### src/rtl/mult_pkg.sv
// Shared types for the sequential shift-add multiplier.
// State encoding and counter sizing helper.
package mult_pkg;

    typedef enum logic [1:0] {
        IDLE = 2'd0,
        CALC = 2'd1,
        DONE = 2'd2
    } state_e;

    // Width of the step counter that runs from n-1 down to 0.
    function automatic int cnt_width(input int n);
        return (n < 2) ? 1 : $clog2(n);
    endfunction

endpackage

### src/rtl/ripple_carry_adder.sv
// N-bit ripple-carry adder with carry in and carry out.
// Pure combinational; the carry ripples LSB to MSB.
module ripple_carry_adder #(
    parameter int N = 4
) (
    input  logic [N-1:0] i_A,
    input  logic [N-1:0] i_B,
    input  logic         i_Cin,
    output logic [N-1:0] o_Sum,
    output logic         o_Cout
);

    logic c;

    always_comb begin
        o_Sum = '0;
        c     = i_Cin;
        for (int i = 0; i < N; i++) begin
            o_Sum[i] = i_A[i] ^ i_B[i] ^ c;
            c = (i_A[i] & i_B[i]) | (c & (i_A[i] ^ i_B[i]));
        end
        o_Cout = c;
    end

endmodule

### src/rtl/shift_add_multiplier.sv
// Sequential unsigned N x N multiplier, one partial-product add per clock.
// Valid/ready handshake on both operand input and product output.
module shift_add_multiplier
    import mult_pkg::*;
#(
    parameter int N = 4
) (
    input  logic           i_Clk,
    input  logic           i_Rst_n,
    input  logic           i_Valid,
    output logic           o_Ready,
    input  logic [N-1:0]   i_A,
    input  logic [N-1:0]   i_B,
    output logic           o_Valid,
    input  logic           i_Ready,
    output logic [2*N-1:0] o_Product
);

    localparam int CW = cnt_width(N);
    localparam logic [CW-1:0] CNT_LOAD = CW'(N - 1);

    state_e         state_q, state_d;
    logic [N-1:0]   m_q, m_d;
    logic [N-1:0]   hi_q, hi_d;
    logic [N-1:0]   lo_q, lo_d;
    logic [CW-1:0]  cnt_q, cnt_d;
    logic           valid_q, valid_d;
    logic [2*N-1:0] prod_q, prod_d;

    logic [N-1:0]   addend;
    logic [N-1:0]   sum;
    logic           carry;
    logic [2*N-1:0] shifted;
    logic           accept;

    assign addend = lo_q[0] ? m_q : '0;

    ripple_carry_adder #(.N(N)) u_rca (
        .i_A   (hi_q),
        .i_B   (addend),
        .i_Cin (1'b0),
        .o_Sum (sum),
        .o_Cout(carry)
    );

    // The (N+1)-bit sum lands on top; the consumed multiplier bit drops out.
    assign shifted = {carry, sum, lo_q[N-1:1]};

    assign o_Ready   = (state_q == IDLE) && i_Rst_n;
    assign o_Valid   = valid_q;
    assign o_Product = prod_q;
    assign accept    = i_Valid && o_Ready;

    always_comb begin
        state_d = state_q;
        m_d     = m_q;
        hi_d    = hi_q;
        lo_d    = lo_q;
        cnt_d   = cnt_q;
        valid_d = valid_q;
        prod_d  = prod_q;
        unique case (state_q)
            IDLE: begin
                if (accept) begin
                    m_d     = i_A;
                    hi_d    = '0;
                    lo_d    = i_B;
                    cnt_d   = CNT_LOAD;
                    state_d = CALC;
                end
            end
            CALC: begin
                {hi_d, lo_d} = shifted;
                if (cnt_q == '0) begin
                    prod_d  = shifted;
                    valid_d = 1'b1;
                    state_d = DONE;
                end else begin
                    cnt_d = cnt_q - 1'b1;
                end
            end
            DONE: begin
                if (i_Ready) begin
                    valid_d = 1'b0;
                    state_d = IDLE;
                end
            end
            default: begin
                valid_d = 1'b0;
                state_d = IDLE;
            end
        endcase
    end

    always_ff @(posedge i_Clk or negedge i_Rst_n) begin
        if (!i_Rst_n) begin
            state_q <= IDLE;
            m_q     <= '0;
            hi_q    <= '0;
            lo_q    <= '0;
            cnt_q   <= '0;
            valid_q <= 1'b0;
            prod_q  <= '0;
        end else begin
            state_q <= state_d;
            m_q     <= m_d;
            hi_q    <= hi_d;
            lo_q    <= lo_d;
            cnt_q   <= cnt_d;
            valid_q <= valid_d;
            prod_q  <= prod_d;
        end
    end

endmodule

### config.mk
export PLATFORM = sky130hd
export DESIGN_NAME = shift_add_multiplier
export DESIGN_NICKNAME = d
export VERILOG_FILES = /design/src/rtl/mult_pkg.sv /design/src/rtl/ripple_carry_adder.sv /design/src/rtl/shift_add_multiplier.sv
export SDC_FILE = /design/constraint.sdc
export NUM_CORES = 1
export LEC_CHECK = 0
export ABC_CLOCK_PERIOD_IN_PS = 2700
export BUFFER_PORTS_ARGS = -buffer_cell sky130_fd_sc_hd__buf_2
export CORE_MARGIN = 3
export CORE_UTILIZATION = 45
export DETAILED_ROUTE_END_ITERATION = 16
export PLACE_DENSITY = 0.64
export REMOVE_ABC_BUFFERS = 1
export SLEW_MARGIN = 25
export SYNTH_ARGS = -nofsm -noshare
export SYNTH_HDL_FRONTEND = slang
export SYNTH_SLANG_ARGS = --single-unit
### constraint.sdc
create_clock -name i_Clk -period 2.7 [get_ports i_Clk]
set_input_delay 0.54 -clock i_Clk [delete_from_list [all_inputs] [get_ports i_Clk]]
set_output_delay 0.54 -clock i_Clk [all_outputs]
set_load 0.05 [all_outputs]
==> results of run 1 <==
[cell families (layout without fill, tap and decap cells)]
family	count (synthesis)	count (layout)	share of synthesized area, %
muxes	9	9	8.308
AOI/OAI and AO/OA	26	26	14.36
buffers and inverters	11	33	5.332
adders and majority gates	5	5	6.974
DFF	25	25	51.28
and+or+nand+nor	27	27	13.75
[final cells by class]
type / count / share of cell area, %
clock buffers: 4 / 1.930
inverters: 6 / 1.654
multi-input cells: 67 / 38.88
flip-flops and latches: 25 / 45.96
well taps: 30 / 2.757
repair buffers: 23 / 8.823
[synthesized netlist by cell type (all sizes together)]
cell type	number	area (sq um)
mux2	9	101.4
a22oi	2	15.01
fa	3	60.06
buf	5	42.53
or2b	3	22.52
nand2b	1	6.260
nor2b	1	6.260
o21ai	8	40.04
and2	1	6.260
o22a	2	17.52
nor3	1	16.27
nand2	13	51.30
o22ai	4	25.02
o21bai	1	7.510
a21oi	4	20.02
dfrtp	25	625.6
ha	2	25.02
and4b	2	20.02
o31a	2	17.52
inv	6	22.52
nor3b	1	7.510
a22o	1	8.760
nand3b	1	20.02
nor2	3	11.26
a2bb2oi	2	23.77
[cell usage in the layout, fill, tap and decap left out, types with 3 or more instances in the layout]
master,n
inv_1,6
nand2_1,12
mux2_2,9
o21ai_0,8
buf_2,21
a21oi_1,4
clkbuf_4,3
o22ai_1,4
fa_1,3
dfrtp_1,25
nor2_1,3
or2b_1,3
[worst paths after layout]
kind,from,to,slack [ns],depth (start not counted)
worst max-delay path,lo_q[0],hi_q[2],0.47,7
worst min-delay path,i_Rst_n,o_Product[4],0.08,1
worst max register to register,lo_q[0],hi_q[2],0.47,7
worst min register to register,o_Product[5],o_Product[5],0.50,2
max in group asynchronous,i_Rst_n,cnt_q[1],2.18,2
min in group i_Clk,i_A[3],m_q[3],0.45,2
[stage by stage]
step           setup WS [ns]  hold slack [ns]
4_1_cts               0.4466          0.08133
2_1_floorplan         0.4010           0.2444
5_1_grt               0.3589          0.06492
3_3_place_gp          0.5399           0.4297
3_5_place_dp          0.4624           0.4413
6_report              0.4658          0.07756
[flip-flops by register name, indices dropped and copies added, names as in the netlist]
name / flops
cnt_q: 2
hi_q: 4
lo_q: 4
m_q: 4
o_Product: 8
o_Valid: 1
state_q: 2
[routing by layer]
| layer | share of wire (%) | routed length [um] | vias to the layer above | track usage (%) |
|---|---|---|---|---|
| li1 | - | - | 408 | - |
| met1 | 49 | 1060 | 409 | 19.57 |
| met2 | 46 | 1005 | 15 | 22.42 |
| met3 | 4.5 | 99 | 2 | 2.227 |
| met4 | 0.60 | 13 | 0 | 4.967 |
| met5 | 0 | 0 | - | 0 |
[worst max-delay path, delay by kind of cell, from the launching register on]
kind	cells	cell delay [ns]
adders and majority gates	4	1.40
AOI/OAI and AO/OA	1	0.10
DFF	1	0.42
and+or+nand+nor	1	0.15
buffers and inverters	1	0.04
[power by group through the flow]
stage / registers, mW / logic (mW) / clock network [mW]
6_report: 0.693 / 0.825 / 0.168
5_1_grt: 0.721 / 0.922 / 0.190
4_1_cts: 0.693 / 0.837 / 0.175
2_1_floorplan: 0.856 / 0.482 / 0
3_5_place_dp: 0.702 / 0.839 / 0
3_3_place_gp: 0.693 / 0.820 / 0
==> impl_metrics.csv, run 1 <==
group,metric,value,unit
detailed_routing,num_vias,834,
detailed_routing,drt-initial-drc-count,6,
cts,clock_path_buffers,2,
cts,clkTransAtPathRegs,0.14,ns
setup_path,critPathLaunchType,"flip-flop",
placed_design,post_dp_cell_area,1335,sq um
grt,grt_pass1_wl,3670,um
cells_and_area,filler_cell_count,238,
logic_synthesis,post_synthesis_area_per_instance,11.84,sq um
power,total_power,1.685,mW
placed_design,numPortBuffers,21,
power,switching_power_of_the_nets,0.7488,mW
cells_and_area,number_of_nets_in_the_final_layout,143,
timing,finalCritPeriodShare,82.75,%
grt,tot_gr_track_use,14.10,%
power,clock_power_share,10.0,%
cells_and_area,layout.core_utilization,53.97,%
setup_path,worst_path_max_fanout,5,
timing,slew_viol_final,0,
setup_path,arrival,2.42,ns
timing,slew-limit-headroom,60.51,%
die,floorplan.die.width,58.07,um
logic_synthesis,syn_area,1220,sq um
die,row_count,18,
cells_and_area,finish.instance_area,1361,sq um
power,combinationalPowerShare,48.9,%
setup_path,timing.critical_path.to_type,"flip-flop",
status,outcome,"completed",
logic_synthesis,netlist_instances,103,
cts,clock_sink_count,25,
cts,post-cts-setup-buffer-count,0,
setup_path,critPathMaxStageDelay,0.51,ns
timing,rsz0062_at_grt,"false",
setup_path,critPathSlowestCell,"fa_1",
die,die-height,58.07,um
timing,skew,0.0005039,ns
power,worst_ir_drop_on_vdd,0.5722,mV
detailed_routing,detail_route.first_pass.iterations,4,
placed_design,finalWeightedCongestion,0.7657,
cts,post_cts_hold_buffer_count,0,
placed_design,hpwl,1611,um
power,power_density,1238,nW/um^2
grt,grt_remaining_overflow,0,
cts,ctsResizeCount,0,
detailed_routing,post_dr_wirelength_cell,14.06,um
cells_and_area,count_of_antenna_diodes_in_the_layout,0,
logic_synthesis,ys_warn_count,0,
detailed_routing,drcViolationCount,0,
logic_synthesis,ys_seq_area_share,51.28,%
cells_and_area,stdcell_count,155,
die,num_io_pins,22,
power,p_leak,0.6451,nW
die,design.die.area,3372,sq um
cts,cts_tree,"built",
detailed_routing,postRouteWirelength,2179,um
power,power.share.sequential,41.1,%
die,floorplan.core_area,2522,sq um
grt,initial_antenna_violation_count,0,
detailed_routing,ant_nets,0,
cts,ctsHtreeMaxLevel,1,
timing,worstMarginPinSlew,0.5923,ns
cells_and_area,area_growth_syn_to_layout,11.59,%
logic_synthesis,number_of_different_library_cells_in_the_post_synthesis_netlist,29,
cells_and_area,area.sequential,625.6,sq um
detailed_routing,post_drt_via_cell_ratio,5.381,
die,start_util,48.36,%
cts,clk_root_buffer_cell,"clkbuf_4",
grt,maximum_number_of_pins_on_one_net_before_global_route_repair,18,
grt,number_of_global_route_vias_before_repair,822,
setup_path,path_common_cell,"fa_1",
job,drv.max_cap_violation_count,0,
setup_path,path_cells,"and2_1 -> ha_1 -> inv_1 -> fa_1 -> fa_1 -> fa_1 -> o22ai_1",
cts,tritoncts.num_buffers,3,
setup_path,setup.worst_path.class,"reg2reg",
timing,final.setup.tns,0,ns
cts,clock_latency,0.31,ns
cells_and_area,multi_input_comb_area,529.3,sq um
min_path,timing.hold.worst.class,"in2async",
cells_and_area,drive_above_1_share,31.20,%
placed_design,place_inst,151,
timing,fmaxAchievable,447.6,MHz
power,netSwitchingFraction,44.43,%
timing,report.final.setup_viol,0,
logic_synthesis,synth-seq-cells,25,
timing,hold_violations,0,
timing,final_min_period,2.234,ns
setup_path,critical_path_required,2.88,ns
power,cell_internal_pwr,0.9366,mW
Note: power is estimated with default switching activity, not from simulation.
==> run 2: changes to the inputs <==
ABC_CLOCK_PERIOD_IN_PS = 1950   (was 2700)
PLACE_DENSITY = 0.66   (was 0.64)
clock period = 1.95 ns   (was 2.7 ns; I/O delays follow)
==> run 2 against run 1 <==
  * The run now ends with negative setup slack left
  * Final cell count rose by 1.9%
  * Global-route usage rose by 0.90 points
  * Clock skew rose by 0.0025 ns
  * Fmax rose by 4.8%
  * Hold slack got worse by 0.033 ns
  * Power rose by 46%
  * Critical path type unchanged
  * Critical endpoint unchanged
  * Highest routed layer unchanged
==> impl_metrics.csv, run 2 (same netlist as run 1, synthesis figures left out) <==
group,metric,value,unit
status,outcome,"finished, violations left",
status,violations_in_the_final_reports,"negative setup slack",
setup_path,worst_path_max_fanout,2,
grt,number_of_global_route_vias_before_repair,863,
cts,clock_path_buffers,2,
cells_and_area,count_of_antenna_diodes_in_the_layout,0,
grt,maximum_number_of_pins_on_one_net_before_global_route_repair,16,
detailed_routing,drcViolationCount,0,
detailed_routing,post_drt_via_cell_ratio,5.437,
setup_path,critPathMaxStageDelay,0.53,ns
detailed_routing,drt-initial-drc-count,9,
power,switching_power_of_the_nets,1.082,mW
power,worst_ir_drop_on_vdd,0.9278,mV
cells_and_area,stdcell_count,158,
detailed_routing,detail_route.first_pass.iterations,4,
die,start_util,48.36,%
detailed_routing,num_vias,859,
power,p_leak,0.6629,nW
setup_path,arrival,2.33,ns
placed_design,place_inst,154,
cells_and_area,area_growth_syn_to_layout,15.59,%
setup_path,timing.critical_path.to_type,"flip-flop",
power,cell_internal_pwr,1.375,mW
timing,hold_violations,0,
grt,initial_antenna_violation_count,0,
cts,clk_root_buffer_cell,"clkbuf_4",
cells_and_area,drive_above_1_share,37.50,%
timing,fmaxAchievable,468.9,MHz
timing,rsz0062_at_grt,"true",
timing,final.setup.tns,-0.4420,ns
die,die-height,58.07,um
cts,clock_sink_count,25,
job,drv.max_cap_violation_count,0,
cells_and_area,layout_commonest_cell,"dfrtp_1",
detailed_routing,post_dr_wirelength_cell,14.08,um
setup_path,ff_to_ff_start,"lo_q[0]",
setup_path,setup.worst_path.class,"reg2reg",
cts,clock_latency,0.32,ns
cts,ctsHtreeMaxLevel,1,
timing,final_min_period,2.133,ns
power,combinationalPowerShare,52.9,%
die,num_io_pins,22,
power,power_density,1742,nW/um^2
placed_design,finalWeightedCongestion,0.7576,
setup_path,path_cells,"and2_4 -> ha_4 -> inv_2 -> fa_2 -> fa_2 -> fa_1 -> o22ai_2",
timing,finalCritPeriodShare,109.4,%
timing,worst_hold_slack,0.04411,ns
detailed_routing,postRouteWirelength,2224,um
die,row_count,18,
cts,cts_tree,"built",
timing,post-route-worst-setup-slack,-0.1828,ns
power,netSwitchingFraction,44.04,%
placed_design,post_dp_cell_area,1358,sq um
setup_path,crit_start,"lo_q[0]",
timing,slew-limit-headroom,65.91,%
power,power.share.sequential,37.8,%
cts,clkTransAtPathRegs,0.13,ns
cells_and_area,mostFrequentLayoutCells,"25 x dfrtp_1, 21 x buf_2, 12 x nand2_1, 9 x mux2_2, 6 x o21ai_0",
grt,tot_gr_track_use,15.01,%
grt,grt_remaining_overflow,0,
timing,slew_viol_final,0,
setup_path,critical_path_required,2.14,ns
die,design.die.area,3372,sq um
setup_path,path_common_cell,"fa_2",
placed_design,place_worst_setup_slack,-0.1898,ns
cells_and_area,largest_reg_flops,8,
cts,post-cts-setup-buffer-count,0,
timing,report.final.setup_viol,4,
die,floorplan.die.width,58.07,um
detailed_routing,ant_nets,0,
setup_path,critPathSlowestCell,"fa_1",
placed_design,hpwl,1651,um
die,floorplan.core_area,2522,sq um
power,clock_power_share,9.3,%
timing,skew,0.003053,ns
grt,grt_pass1_wl,3788,um
min_path,timing.hold.worst.class,"in2async",
cells_and_area,number_of_nets_in_the_final_layout,146,
timing,worstMarginPinSlew,0.5113,ns
placed_design,numPortBuffers,21,
setup_path,critPathLaunchType,"flip-flop",
cts,tritoncts.num_buffers,3,
cells_and_area,finish.instance_area,1410,sq um
-- run 2: what timing repair did --
action	in CTS	in global routing
hold buffers	0	0
setup endpoints to repair	4	4
pin swaps	2	5
resized for setup	4	5
-- run 2: power by group through the flow --
stage                     sequential, mW  combinational, mW  clock, mW
after floorplan                     1.18              0.667          0
after global placement             0.924               1.19          0
after detailed placement           0.936               1.24          0
after CTS                          0.924               1.28      0.246
after global routing               0.968               1.42      0.255
final                              0.929               1.30      0.229
-- run 2: final timing paths --
check / to / slack (ns) / cells past startpoint
worst min-delay path: state_q[1] / 0.04 / 2
max in group asynchronous: hi_q[2] / 1.76 / 2
min in group i_Clk: m_q[2] / 0.29 / 2
worst max-delay path: hi_q[2] / -0.18 / 7
worst max register to register: hi_q[2] / -0.18 / 7
worst min register to register: o_Product[5] / 0.49 / 2
-- run 2: final cells by class --
type | instances | area [sq um]
Sequential cell | 25 | 625.6
Tap cell | 30 | 37.54
Fill cell | 236 | 1112
Inverter | 6 | 22.52
Multi-Input combinational cell | 67 | 555.5
Clock buffer | 4 | 26.28
Timing Repair Buffer | 26 | 142.6
-- run 2: critical path, delay by kind of cell (launching register included) --
kind                     cells  cell delay [ns]
AND/OR/NAND/NOR              1             0.15
AO/OA/AOI/OAI                1             0.09
buffers and inverters        1             0.03
adder cells (fa/ha/maj)      4             1.36
flip-flops                   1             0.37
-- run 2: metal layers --
| metal | vias to the layer above | global-route usage, % | wire [um] |
|---|---|---|---|
| met1 | 430 | 18.19 | 963 |
| met5 | - | 0 | 0 |
| met3 | 4 | 2.673 | 82 |
| met2 | 13 | 24.84 | 1115 |
| met4 | 0 | 8.940 | 62 |
| li1 | 412 | - | - |
-- run 2: per-stage QoR --
stage / utilization, % / total power [mW]
3_3_place_gp: 53.82 / 2.119
2_1_floorplan: - / 1.852
6_report: 55.90 / 2.457
3_5_place_dp: 53.82 / 2.175
4_1_cts: 55.31 / 2.455
5_1_grt: 55.90 / 2.639
==> run 3: changes to the inputs <==
ABC_CLOCK_PERIOD_IN_PS = 1780   (was 1950)
CTS_BUF_LIST = sky130_fd_sc_hd__clkbuf_16   (was default)
clock period = 1.78 ns   (was 1.95 ns; I/O delays follow)
==> run 3 against run 2 <==
  * Die area did not move
  * Fmax rose by 5.6%
  * The run still ends with negative setup slack left
  * Register-to-register slack got worse by 0.06 ns
  * Core utilization rose by 2.3 points
  * Clock skew barely moved
  * Hold slack improved by 0.079 ns
  * Critical path type unchanged
  * Non-clock buffer count rose by 1
  * Cell area rose by 4.1%
  * Critical path depth did not move
  * Combinational power rose by 5%
  * First-iteration DRC count rose by 44%
==> impl_metrics.csv, run 3 (same netlist as run 1, synthesis figures left out) <==
group,metric,value,unit
die,floorplan.die.width,58.07,um
cts,tritoncts.num_buffers,3,
detailed_routing,ant_nets,0,
setup_path,timing.rr.end,"hi_q[2]",
grt,maximum_number_of_pins_on_one_net_before_global_route_repair,19,
job,drv.max_cap_violation_count,0,
setup_path,worst_path_max_fanout,2,
setup_path,r2r_slack,-0.24,ns
timing,fmaxAchievable,495.2,MHz
die,design.die.area,3372,sq um
setup_path,critical_path.endpoint,"hi_q[2]",
grt,tot_gr_track_use,14.44,%
placed_design,place_worst_setup_slack,-0.3520,ns
placed_design,numPortBuffers,21,
timing,slew-limit-headroom,65.65,%
cts,post-cts-setup-buffer-count,0,
cells_and_area,layout_commonest_cell,"dfrtp_1",
detailed_routing,post_drt_via_cell_ratio,5.308,
die,die-height,58.07,um
cts,ctsHtreeMaxLevel,1,
status,violations_in_the_final_reports,"negative setup slack",
cells_and_area,count_of_antenna_diodes_in_the_layout,0,
cells_and_area,area.sequential,625.6,sq um
power,total_power,2.887,mW
cells_and_area,drive_above_1_share,37.21,%
grt,global_routing_usage_on_met3,4.009,%
min_path,timing.hold.worst.class,"in2async",
status,outcome,"finished, violations left",
timing,hold_violations,0,
detailed_routing,postRouteWirelength,2138,um
detailed_routing,post_dr_wirelength_cell,13.45,um
cts,cts_tree,"built",
die,start_util,48.36,%
timing,report.final.setup_viol,4,
grt,grt_remaining_overflow,0,
cts,clkTransAtPathRegs,0.06,ns
placed_design,finalWeightedCongestion,0.7398,
power,p_leak,0.6906,nW
power,worst_ir_drop_on_vdd,1.203,mV
die,floorplan.core_area,2522,sq um
setup_path,setup.worst_path.class,"reg2reg",
grt,initial_antenna_violation_count,0,
detailed_routing,drcViolationCount,0,
cells_and_area,multi_input_comb_area,549.3,sq um
timing,slew_viol_final,0,
die,row_count,18,
cts,clk_root_buffer_cell,"clkbuf_16",
setup_path,timing.critical_path.to_type,"flip-flop",
die,num_io_pins,22,
setup_path,arrival,2.16,ns
power,power_density,1967,nW/um^2
timing,finalCritPeriodShare,113.4,%
detailed_routing,num_vias,844,
detailed_routing,detail_route.first_pass.iterations,2,
timing,post-route-worst-setup-slack,-0.2393,ns
timing,final_min_period,2.019,ns
cts,clock_sink_count,25,
cells_and_area,mostFrequentLayoutCells,"25 x dfrtp_1, 21 x buf_2, 12 x nand2_1, 9 x mux2_2, 6 x o21ai_0",
detailed_routing,drt-initial-drc-count,13,
cts,clock_latency,0.26,ns
timing,worstMarginPinSlew,0.5152,ns
setup_path,worst_r2r_path_depth,7,
timing,skew,0.002632,ns
grt,grt_pass1_wl,3629,um
setup_path,critical_path_required,1.92,ns
setup_path,crit_start,"m_q[0]",
cells_and_area,filler_cell_count,215,
cells_and_area,number_of_nets_in_the_final_layout,147,
setup_path,critPathLaunchType,"flip-flop",
timing,rsz0062_at_grt,"true",
grt,number_of_global_route_vias_before_repair,806,
placed_design,hpwl,1579,um
grt,use_met1,17.88,%
cells_and_area,area_growth_syn_to_layout,20.31,%
grt,globalRouteMet2Util,23.71,%
cells_and_area,largest_reg_flops,8,
setup_path,ff_to_ff_start,"m_q[0]",
grt,grt_most_used_layer,"met2",
cts,clock_path_buffers,2,
timing,final.setup.tns,-0.7402,ns
-- run 3: changes by cell type in the layout (fill, tap and decap cells not counted), sizes merged --
cell         change
clkbuf           -1
clkinv           +1
dlygate4sd3      +1
-- run 3: repair_timing --
action,CTS,global route
pin swaps,0,1
hold endpoints to repair,2,0
hold buffers,1,0
endpoints found under the setup margin,4,5
gates resized for setup,4,4
-- run 3: layout make-up --
cell class | instances | share of cell area, %
flip-flops and latches | 25 | 42.63
clock buffers | 3 | 5.115
multi-input cells | 67 | 37.43
repair buffers | 27 | 10.40
clock inverters | 1 | 0.3410
inverters | 6 | 1.535
well taps | 30 | 2.558
-- run 3: through the flow --
stage                     utilization [%]  hold WS (ns)  cell area, sq um  instances
after global placement              53.82        0.2085              1358        154
after detailed placement            53.82        0.2097              1358        154
after global routing                58.18        0.1319              1468        159
final                               58.18        0.1231              1468        159
after CTS                           57.59        0.1203              1453        159
after floorplan                         -       0.06041              1177         98
-- run 3: power by group --
part	total, mW	internal (mW)	switching, mW
Combinational	1.37	0.583	0.791
Clock	0.492	0.302	0.189
Sequential	1.02	0.826	0.195
Total	2.89	1.71	1.18
-- run 3: worst min-delay path by stage --
stage / slack (ns) / to / cells past startpoint
2_1_floorplan: 0.06 / cnt_q[0] / 0
3_3_place_gp: 0.21 / lo_q[1] / 1
3_5_place_dp: 0.21 / lo_q[1] / 1
4_1_cts: 0.12 / state_q[1] / 2
5_1_grt: 0.13 / state_q[1] / 2
6_report: 0.12 / state_q[1] / 2
-- run 3: layer usage --
layer	part of all wire (%)	vias up
li1	-	413
met1	43	411
met2	50	14
met3	4.3	6
met4	1.9	0
met5	0	-
-- run 3: worst max-delay path, cell delays in order (launching register included) --
cell     delay [ns]
dfrtp_1        0.34
and2_4         0.15
ha_4           0.12
inv_2          0.03
fa_2           0.33
fa_2           0.34
fa_1           0.51
o22ai_1        0.09
